**src/rtl/des_round_ctrl.sv**
```systemverilog
// DES round sequencer: accepts a block, then steps the datapath through
// IP load, ROUNDS Feistel rounds with key-schedule rotations, FP capture and output handshake.
//
// state   | meaning
// IDLE    | waiting for start_valid; only state with start_ready high
// LOAD    | one cycle of ip_load
// ROUND   | ROUNDS cycles of round_en with key rotation controls
// FINAL   | one cycle of fp_load
// DONE    | out_valid held until out_ready
module des_round_ctrl #(
  parameter int ROUNDS = 16
) (
  input  logic       clk,
  input  logic       rst_n,
  input  logic       start_valid,
  output logic       start_ready,
  input  logic       decrypt,
  input  logic       abort,
  output logic       ip_load,
  output logic       round_en,
  output logic [3:0] round_idx,
  output logic [1:0] ks_shift,
  output logic       ks_dir,
  output logic       fp_load,
  output logic       out_valid,
  input  logic       out_ready,
  output logic       busy
);

  typedef enum logic [2:0] {
    S_IDLE,
    S_LOAD,
    S_ROUND,
    S_FINAL,
    S_DONE
  } state_t;

  localparam logic [3:0] LAST_IDX = 4'(ROUNDS - 1);

  state_t     state, state_nxt;
  logic       dir, dir_nxt;
  logic [3:0] rnd_left, rnd_left_nxt;
  logic [3:0] idx;

  always_ff @(posedge clk or negedge rst_n) begin
    if (!rst_n) begin
      state    <= S_IDLE;
      dir      <= 1'b0;
      rnd_left <= 4'd0;
    end else begin
      state    <= state_nxt;
      dir      <= dir_nxt;
      rnd_left <= rnd_left_nxt;
    end
  end

  // rnd_left counts down to the terminal round; abort wins everywhere
  always_comb begin
    state_nxt    = state;
    dir_nxt      = dir;
    rnd_left_nxt = rnd_left;
    case (state)
      S_IDLE: begin
        if (start_valid && !abort) begin
          state_nxt = S_LOAD;
          dir_nxt   = decrypt;
        end
      end
      S_LOAD: begin
        if (abort) begin
          state_nxt = S_IDLE;
        end else begin
          state_nxt    = S_ROUND;
          rnd_left_nxt = LAST_IDX;
        end
      end
      S_ROUND: begin
        if (abort) begin
          state_nxt    = S_IDLE;
          rnd_left_nxt = 4'd0;
        end else if (rnd_left == 4'd0) begin
          state_nxt = S_FINAL;
        end else begin
          rnd_left_nxt = rnd_left - 4'd1;
        end
      end
      S_FINAL: begin
        state_nxt = abort ? S_IDLE : S_DONE;
      end
      S_DONE: begin
        if (abort || out_ready) state_nxt = S_IDLE;
      end
      default: state_nxt = S_IDLE;
    endcase
  end

  assign start_ready = (state == S_IDLE);
  assign busy        = (state != S_IDLE);
  assign ip_load     = (state == S_LOAD);
  assign round_en    = (state == S_ROUND);
  assign fp_load     = (state == S_FINAL);
  assign out_valid   = (state == S_DONE);
  assign idx         = LAST_IDX - rnd_left;

  // Decrypt walks the encrypt schedule backwards, so its first round needs no rotation
  always_comb begin
    round_idx = 4'd0;
    ks_shift  = 2'd0;
    ks_dir    = 1'b0;
    if (round_en) begin
      round_idx = idx;
      ks_dir    = dir;
      if (dir && idx == 4'd0)
        ks_shift = 2'd0;
      else if (idx == 4'd0 || idx == 4'd1 || idx == 4'd8 || idx == 4'd15)
        ks_shift = 2'd1;
      else
        ks_shift = 2'd2;
    end
  end

endmodule

```
**config.mk**
```make
export PLATFORM = sky130hd
export DESIGN_NAME = des_round_ctrl
export DESIGN_NICKNAME = d
export VERILOG_FILES = /design/src/rtl/des_round_ctrl.sv
export SDC_FILE = /design/constraint.sdc
export NUM_CORES = 1
export LEC_CHECK = 0
export BUFFER_PORTS_ARGS = -buffer_cell sky130_fd_sc_hd__buf_2
export CAP_MARGIN = 5
export CORE_MARGIN = 8
export CORE_UTILIZATION = 40
export DETAILED_ROUTE_END_ITERATION = 8
export PLACE_DENSITY = 0.66
export RECOVER_POWER = 100
export SLEW_MARGIN = 5
export SYNTH_ARGS = -nofsm -noshare
export SYNTH_HDL_FRONTEND = slang
export SYNTH_SLANG_ARGS = --single-unit
```
**constraint.sdc**
```tcl
create_clock -name clk -period 2 [get_ports clk]
set_input_delay 0.3 -clock clk [delete_from_list [all_inputs] [get_ports clk]]
set_output_delay 0.3 -clock clk [all_outputs]
set_load 0.02 [all_outputs]
```
== Word level (Yosys, flattened, before mapping) ==
Cells that the tools add are included.
W data, S select, Z words.

* Reduce and logical (&&, ||, !) cells: 15
* Mux-type cells: 16
* Add/subtract/negate cells: 2
* Equal/unequal tests: 12

{| class="wikitable"
|+ Operators by type and width
! kind !! number
|-
| $mux W4 || 4
|-
| $mux W3 || 5
|-
| $pmux W3 S5 || 1
|-
| $eq A4 B4 Y1 const B || 2
|-
| $logic_not A4 Y1 || 2
|-
| $mux W2 || 4
|-
| $pmux W4 S2 || 1
|-
| $eq A3 B2 Y1 const B || 2
|-
| $reduce_and A3 Y1 || 2
|-
| $eq A4 B1 Y1 const B || 1
|-
| $logic_or A1 B1 Y1 || 4
|-
| $ne A2 B1 Y1 const B || 2
|-
| $sub A4 B1 Y4 const B || 1
|-
| $sub A4 B4 Y4 const A || 1
|-
| $eq A3 B1 Y1 const B || 1
|-
| $eq A3 B3 Y1 const B || 1
|-
| $logic_not A3 Y1 || 1
|-
| $ne A3 B2 Y1 const B || 1
|-
| $ne A3 B3 Y1 const B || 1
|-
| $reduce_bool A3 Y1 || 1
|-
| $logic_and A1 B1 Y1 || 2
|-
| $ne A2 B2 Y1 const B || 1
|-
| $reduce_and A2 Y1 || 1
|-
| $reduce_bool A2 Y1 || 1
|-
| other kinds (2) || 2
|}

* Bits in registers: 8

== Depth between registers and ports, before layout ==
Gate-level depths: netlist of run 1.

* Depth in word-level cells: 8
* Mapped depth: 5

== Least setup slack after synthesis of run 1 ==
Ideal clock, no wire load.

* Path type: flip-flop to output port
* Start: register state[0]
* End: output port ks_shift[0]
* Data required time: 1.700 ns
* Slack: 0.228 ns
* Data arrival time: 1.472 ns
* Path buffers: 1
* Cell stages (with the launch flop): 6
* Cells stage by stage: dfrtp_1 or3b_1 buf_6 inv_1 nand2_1 nor2_1

* Word-level cells in the longest chain between the ends: 2

{| class="wikitable"
|+ RTL lines
! what !! RTL line !! source
|-
| start: declaration || 40 || <nowiki>state_t state, state_nxt;</nowiki>
|-
| start signal: assignment || 51 || <nowiki>state <= state_nxt;</nowiki>
|-
| $eq A3 B2 Y1 || 100 || <nowiki>assign round_en = (state == S_ROUND);</nowiki>
|-
| via round_en || 20 || <nowiki>output logic round_en,</nowiki>
|-
| $mux W2 || 110 || <nowiki>if (round_en) begin</nowiki>
|-
| end: declaration || 22 || <nowiki>output logic [1:0] ks_shift,</nowiki>
|}

The timed path passes the listed nets, and every way through them passes these cells.

== Worst setup path in the final report of run 1 ==
* Start: register rnd_left[0]
* End: output port ks_shift[1]

* Word-level cells in the longest chain between the ends: 8
* Elaborated cells on any way between the ends: 12

{| class="wikitable"
|+ RTL lines
! what !! RTL line !! source
|-
| start: declaration || 42 || <nowiki>logic [3:0] rnd_left, rnd_left_nxt;</nowiki>
|-
| start signal: assignment || 53 || <nowiki>rnd_left <= rnd_left_nxt;</nowiki>
|-
| $sub A4 B4 Y4 * || 103 || <nowiki>assign idx = LAST_IDX - rnd_left;</nowiki>
|-
| $eq A4 B1 Y1 or $logic_not A4 Y1 (tied branches) || 115, 113 ||
|-
| $logic_or A1 B1 Y1 (3 in series) || 115 || <nowiki>else if (idx == 4'd0 || idx == 4'd1 || idx == 4'd8 || idx == 4'd15)</nowiki>
|-
| $mux W2 || 115 ||
|-
| $mux W2 * || 113 || <nowiki>if (dir && idx == 4'd0)</nowiki>
|-
| $mux W2 * || 110 ||
|}

Mark *: on every way between the ends. The rest lies on a longest branch, timed or not.

==> results of run 1 <==
-- cell type report --
type	instances	area share, %
clock buffers	3	3.17
well taps	15	2.64
multi-input cells	44	46.1
repair buffers	22	16.4
flip-flops and latches	8	28.5
inverters	6	3.17
-- how the worst max path moves through the flow --
stage / startpoint / to / slack (ns) / depth (start not counted)
after floorplan: state[0]$_DFFE_PN0P_ / ks_shift[0] / 0.23 / 5
after global placement: rnd_left[0]$_DFFE_PN0P_ / ks_shift[1] / 0.30 / 6
after detailed placement: rnd_left[0]$_DFFE_PN0P_ / ks_shift[1] / 0.26 / 6
after CTS: rnd_left[1]$_DFFE_PN0P_ / ks_shift[1] / 0.03 / 6
after global routing: rnd_left[0]$_DFFE_PN0P_ / ks_shift[1] / -0.02 / 6
final: rnd_left[0]$_DFFE_PN0P_ / ks_shift[1] / 0.07 / 6
-- metrics by stage --
step | setup WS (ns) | instance area [sq um] | hold WS (ns)
after floorplan | 0.228 | 542 | 0.00441
after global placement | 0.300 | 647 | 0.151
after detailed placement | 0.259 | 647 | 0.153
after CTS | 0.0334 | 686 | 0.281
after global routing | -0.0205 | 711 | 0.286
final | 0.0729 | 711 | 0.289
-- registers in the layout (all words and copies together) (netlist names) --
signal	count
dir	1
rnd_left	4
state	3
-- cells in the final DEF (no fill, tap or decap), types with 2 or more instances in the layout --
| cell type | n |
|---|---|
| inv_1 | 6 |
| ha_1 | 2 |
| nor4b_1 | 3 |
| dfrtp_1 | 6 |
| clkbuf_1 | 7 |
| a21oi_1 | 2 |
| buf_4 | 4 |
| dfrtp_2 | 2 |
| clkbuf_4 | 3 |
| clkbuf_2 | 6 |
| a21o_1 | 2 |
| nor2_1 | 8 |
| buf_2 | 4 |
| o21ai_0 | 4 |
| nand2_1 | 2 |
-- worst max-delay path, stage by stage, from the launching register on --
cell and delay (ns):
dfrtp_2 0.40, inv_1 0.09, ha_1 0.21, a21o_1 0.18, a21oi_2 0.17, and3_1 0.16, clkbuf_2 0.16
-- cells by family (layout without fill, tap and decap cells) --
group	Yosys count	count (layout)	synth area share [%]
fa+ha+maj	3	3	6.93
buf+inv	9	31	7.62
flops	8	8	37.0
simple gates	25	25	27.9
compound gates	14	14	16.6
mux	2	2	3.93
-- power by group --
group,switching [W],total [W],leakage [nW],internal [W]
clock,0.0000558,0.000124,0.0138,0.0000687
sequential,0.0000930,0.000306,0.0975,0.000213
combinational,0.000180,0.000353,0.241,0.000173
total,0.000328,0.000783,0.352,0.000455
-- layer usage --
metal	global-route usage, %	vias to the layer above	share of wire, %
met5	0	-	0
met2	17.2	11	53
met3	6.53	0	6.1
met1	12.5	251	41
li1	-	264	-
met4	2.59	0	0
-- repair_timing --
item	4_1_cts	5_1_grt
resized for setup	2	6
hold buffers	1	0
cloned	0	0
setup buffers	0	1
endpoints found under the setup margin	1	2
hold endpoints to repair	8	0
==> run_results.csv, run 1 <==
group,metric,value,unit
run_status,status,"finished clean",
timing,hold_viol,0,
synthesis,seq_area_frac_synth,37.0,%
clocking,cts_buffers,3,
finish,drive_above_1_share,31.3,%
worst_setup_path,required,1.70,ns
synthesis,synth-seq-cells,8,
placement,port_buffers,18,
synthesis,ys_types,29,
worst_hold_path,min_path_cells,2,
synthesis,synth_cells,61,
timing,clock_skew,0.00910,ns
placement,place_congestion,0.781,
die,core_area,1280,sq um
worst_setup_path,start_kind,"flop",
synthesis,async_reset_ff_share,100,%
timing,finalCriticalPeriod,1.93,ns
grt,first_global_vias,520,
detailed_routing,drt_drc_violations_left,0,
clocking,cts_tree,"yes",
synthesis,synth_edf_count,0,
worst_setup_path,worstReg2RegEnd,"rnd_left[1]$_DFFE_PN0P_",
synthesis,synthTopCellsByArea,"dfrtp_1 (37%), ha_1 (6.9%), nor2_1 (5.5%), nor4b_1 (4.8%), inv_1 (4.2%)",
timing,slew_viol_final,0,
detailed_routing,firstDrtPassIters,4,
timing,fmax,519,MHz
synthesis,ys_warn_count,0,
power,vdd_drop_max,0.000552,V
detailed_routing,antenna_left,0,
worst_setup_path,rr_startpoint,"state[0]$_DFFE_PN0P_",
worst_setup_path,critPathCaptureType,"output port",
job,max_cap_viol_count,0,
synthesis,synth_fp_nets,70,
worst_setup_path,ff2ff_setup_slack,0.37,ns
detailed_routing,first_iter_violations,22,
clocking,cts.sinks,8,
worst_setup_path,worstPathArrival,1.63,ns
finish,n_fill_cell,121,
worst_setup_path,crit_type,"reg2out",
placement,dp_cells,93,
timing,period_share,96.4,%
finish,regArea,203,sq um
finish,fin_nets,94,
finish,antennaDiodeCount,0,
timing,setup_viol,0,
detailed_routing,routed_wl,1380,um
die,fp.dieW,52.8,um
power,p_leak,0.352,nW
grt,track_usage,11.0,%
worst_hold_path,hp-class,"in2reg",
clocking,htree_levels,1,
synthesis,synth_top_flop_cell,"dfrtp_1",
synthesis,synthTopCellsByCount,"dfrtp_1 (8), nor2_1 (8), inv_1 (6), o21ai_0 (4)",
detailed_routing,drt-vias-per-instance,5.37,
detailed_routing,dr_total_vias,526,
power,p_total,0.000783,W
power,cellPowerDensity,1100,nW/um^2
synthesis,avgSynthCellArea,8.88,sq um
grt,globalRouteOverflowTotal,0,
timing,tightest_slew,0.531,ns
die,dieArea,2790,sq um
worst_setup_path,critPathMaxFanout,6,
grt,grt_pass1_wl,2290,um
grt,antenna_found_initial,0,
finish,stdcell_count,98,
placement,dp_hpwl,972,um
synthesis,yosysTopAreaCell,"dfrtp_1",
finish,finalCoreUtilization,55.3,%
die,pin_count,19,
timing,relSlewSlack,64.1,%
die,start_util,42.2,%
synthesis,yosys.area.top_type_share,37.0,%
worst_hold_path,holdCritStartpoint,"decrypt",
clocking,clk_pin_slew_worst_paths,0.05,ns
die,rows,13,
synthesis,syn_area,542,sq um
finish,syn2layout_area_growth,31.2,%
grt,grt_start_max_net_pins,12,
worst_hold_path,min_to,"dir$_DFFE_PN0P_",
timing,setup_tns,0,ns
clocking,cts_max_path_buffers,2,
die,die_height,52.8,um
finish,multiInputGateArea,328,sq um
clocking,clock_latency,0.26,ns
detailed_routing,wl_per_cell,14.0,um
clocking,clock-root-buffer,"clkbuf_4",
worst_setup_path,reg2reg_depth,4,
(Power assumes the default switching activity.)
==> run 2: changes to the inputs <==
==> constraint.sdc (replaced) <==
create_clock -name clk -period 2.2 [get_ports clk]
set_input_delay 0.11 -clock clk [delete_from_list [all_inputs] [get_ports clk]]
set_output_delay 0.11 -clock clk [all_outputs]
set_load 0.02 [all_outputs]
==> run 2 against run 1 <==
  * Critical path depth unchanged
  * Hold slack got worse by 0.19 ns
  * Count of clock-buffer cells in the layout unchanged
  * Clock power decreased by 9.7%
  * Combinational power decreased by 29%
  * Highest routed layer unchanged
  * Largest power group is now sequential cells
  * Sequential share of layout area increased by 2.3 points
  * Sequential power decreased by 12%
  * Via count decreased by 4.2%
  * Routed wire length decreased by 4.4%
==> run_results.csv, run 2 (same netlist as run 1, synthesis figures left out) <==
group,metric,value,unit
timing,finalCriticalPeriod,2.02,ns
detailed_routing,top_layer,"met3",
grt,first_global_vias,500,
power,p_total,0.000629,W
timing,period_share,91.7,%
power,p_leak,0.316,nW
worst_hold_path,hp-class,"in2reg",
die,core_area,1280,sq um
detailed_routing,first_iter_violations,8,
grt,grt_pass1_wl,2280,um
power,cellPowerDensity,969,nW/um^2
power,vdd_drop_max,0.000499,V
detailed_routing,drt_drc_violations_left,0,
clocking,postCtsSetupBuffers,0,
grt,track_usage,11.0,%
clocking,htree_levels,1,
placement,port_buffers,18,
timing,rsz0062_at_grt,"no",
detailed_routing,drt-met1-wl,540,um
die,dieArea,2790,sq um
placement,dp_cells,91,
detailed_routing,drt-vias-per-instance,5.31,
detailed_routing,wl_per_cell,13.8,um
timing,whs,0.0981,ns
die,rows,13,
worst_setup_path,ff2ff_setup_slack,0.46,ns
worst_setup_path,crit_type,"reg2out",
timing,clock_skew,0.00528,ns
clocking,cts_max_path_buffers,2,
placement,dpl_cell_area,632,sq um
timing,setup_tns,0,ns
clocking,clock-root-buffer,"clkbuf_4",
timing,setup_viol,0,
detailed_routing,routed_wl,1320,um
finish,final_cell_mix,"clkbuf_1 (12), nor2_1 (8), dfrtp_1 (8), inv_1 (6), buf_2 (5)",
die,fp.dieW,52.8,um
detailed_routing,antenna_left,0,
job,max_cap_viol_count,0,
worst_setup_path,start_kind,"flop",
clocking,cts.sinks,8,
finish,stdcell_count,95,
clocking,clk_pin_slew_worst_paths,0.05,ns
timing,hold_viol,0,
die,die_height,52.8,um
grt,globalRouteOverflowTotal,0,
clocking,cts_tree,"yes",
finish,syn2layout_area_growth,19.9,%
finish,largest_register,"rnd_left",
finish,reg_top3,"rnd_left: 4 flops, state: 3 flops, dir: 1 flops",
detailed_routing,met3WireLength,84,um
run_status,status,"finished clean",
finish,antennaDiodeCount,0,
worst_setup_path,worstPathArrival,1.91,ns
detailed_routing,dr_total_vias,504,
clocking,clock_latency,0.25,ns
timing,relSlewSlack,67.6,%
finish,final_common_cell,"clkbuf_1",
finish,drive_above_1_share,16.3,%
placement,place_congestion,0.785,
timing,tightest_slew,0.480,ns
detailed_routing,met2_length,690,um
worst_setup_path,critPathCaptureType,"output port",
detailed_routing,firstDrtPassIters,4,
die,start_util,42.2,%
finish,final_area,649,sq um
finish,fin_nets,91,
clocking,cts_buffers,3,
worst_setup_path,required,2.09,ns
finish,largest_register_ffs,4,
placement,dp_hpwl,1020,um
timing,fmax,496,MHz
grt,grt_start_max_net_pins,12,
timing,slew_viol_final,0,
grt,antenna_found_initial,0,
worst_setup_path,critPathMaxFanout,7,
die,pin_count,19,
[run 2: changes by cell type in the layout (fill, tap and decap cells not counted), sizes merged]
cell  before  now
buf        8    5
[run 2: final timing paths]
check,startpoint,to,cells after the start
hold / removal,decrypt,dir$_DFFE_PN0P_,2
hold reg to reg,state[2]$_DFFE_PN0P_,state[0]$_DFFE_PN0P_,1
min in group asynchronous,rst_n,state[2]$_DFFE_PN0P_,2
max in group asynchronous,rst_n,rnd_left[1]$_DFFE_PN0P_,2
setup reg to reg,rnd_left[0]$_DFFE_PN0P_,rnd_left[1]$_DFFE_PN0P_,5
setup / recovery,rnd_left[0]$_DFFE_PN0P_,ks_shift[1],6
[run 2: stage by stage]
step           utilization [%]  setup WS, ns
4_1_cts                   51.7         0.182
6_report                  50.5         0.183
3_5_place_dp              49.2         0.462
2_1_floorplan                -         0.458
3_3_place_gp              49.2         0.520
5_1_grt                   50.5        0.0143
[run 2: final cells by class]
| class | count | area, sq um |
|---|---|---|
| Multi-Input combinational cell | 44 | 300 |
| Sequential cell | 8 | 200 |
| Clock buffer | 3 | 22.5 |
| Tap cell | 15 | 18.8 |
| Timing Repair Buffer | 19 | 85.1 |
| Inverter | 6 | 22.5 |
| Fill cell | 121 | 636 |
[run 2: per-layer routing]
metal | global-route usage (%) | vias to the layer above
li1 | - | 255
met1 | 11.8 | 241
met2 | 18.2 | 8
met3 | 5.97 | 0
met4 | 2.59 | 0
met5 | 0 | -
[run 2: critical path, stage by stage, from the launching register on]
cell     delay [ns]
dfrtp_1        0.44
inv_1          0.12
ha_1           0.23
nor3b_1        0.41
a21oi_1        0.11
and3_1         0.19
buf_2          0.15
[run 2: power breakdown]
group	total (W)	switching (W)	internal, W
clock network	0.000112	0.0000495	0.0000624
logic	0.000249	0.000143	0.000106
registers	0.000269	0.0000782	0.000191
[run 2: timing repair]
action / CTS / global route
resized for setup: 0 / 0
hold endpoints to repair: 8 / 0
endpoints found under the setup margin: 0 / 0
hold buffers: 1 / 0
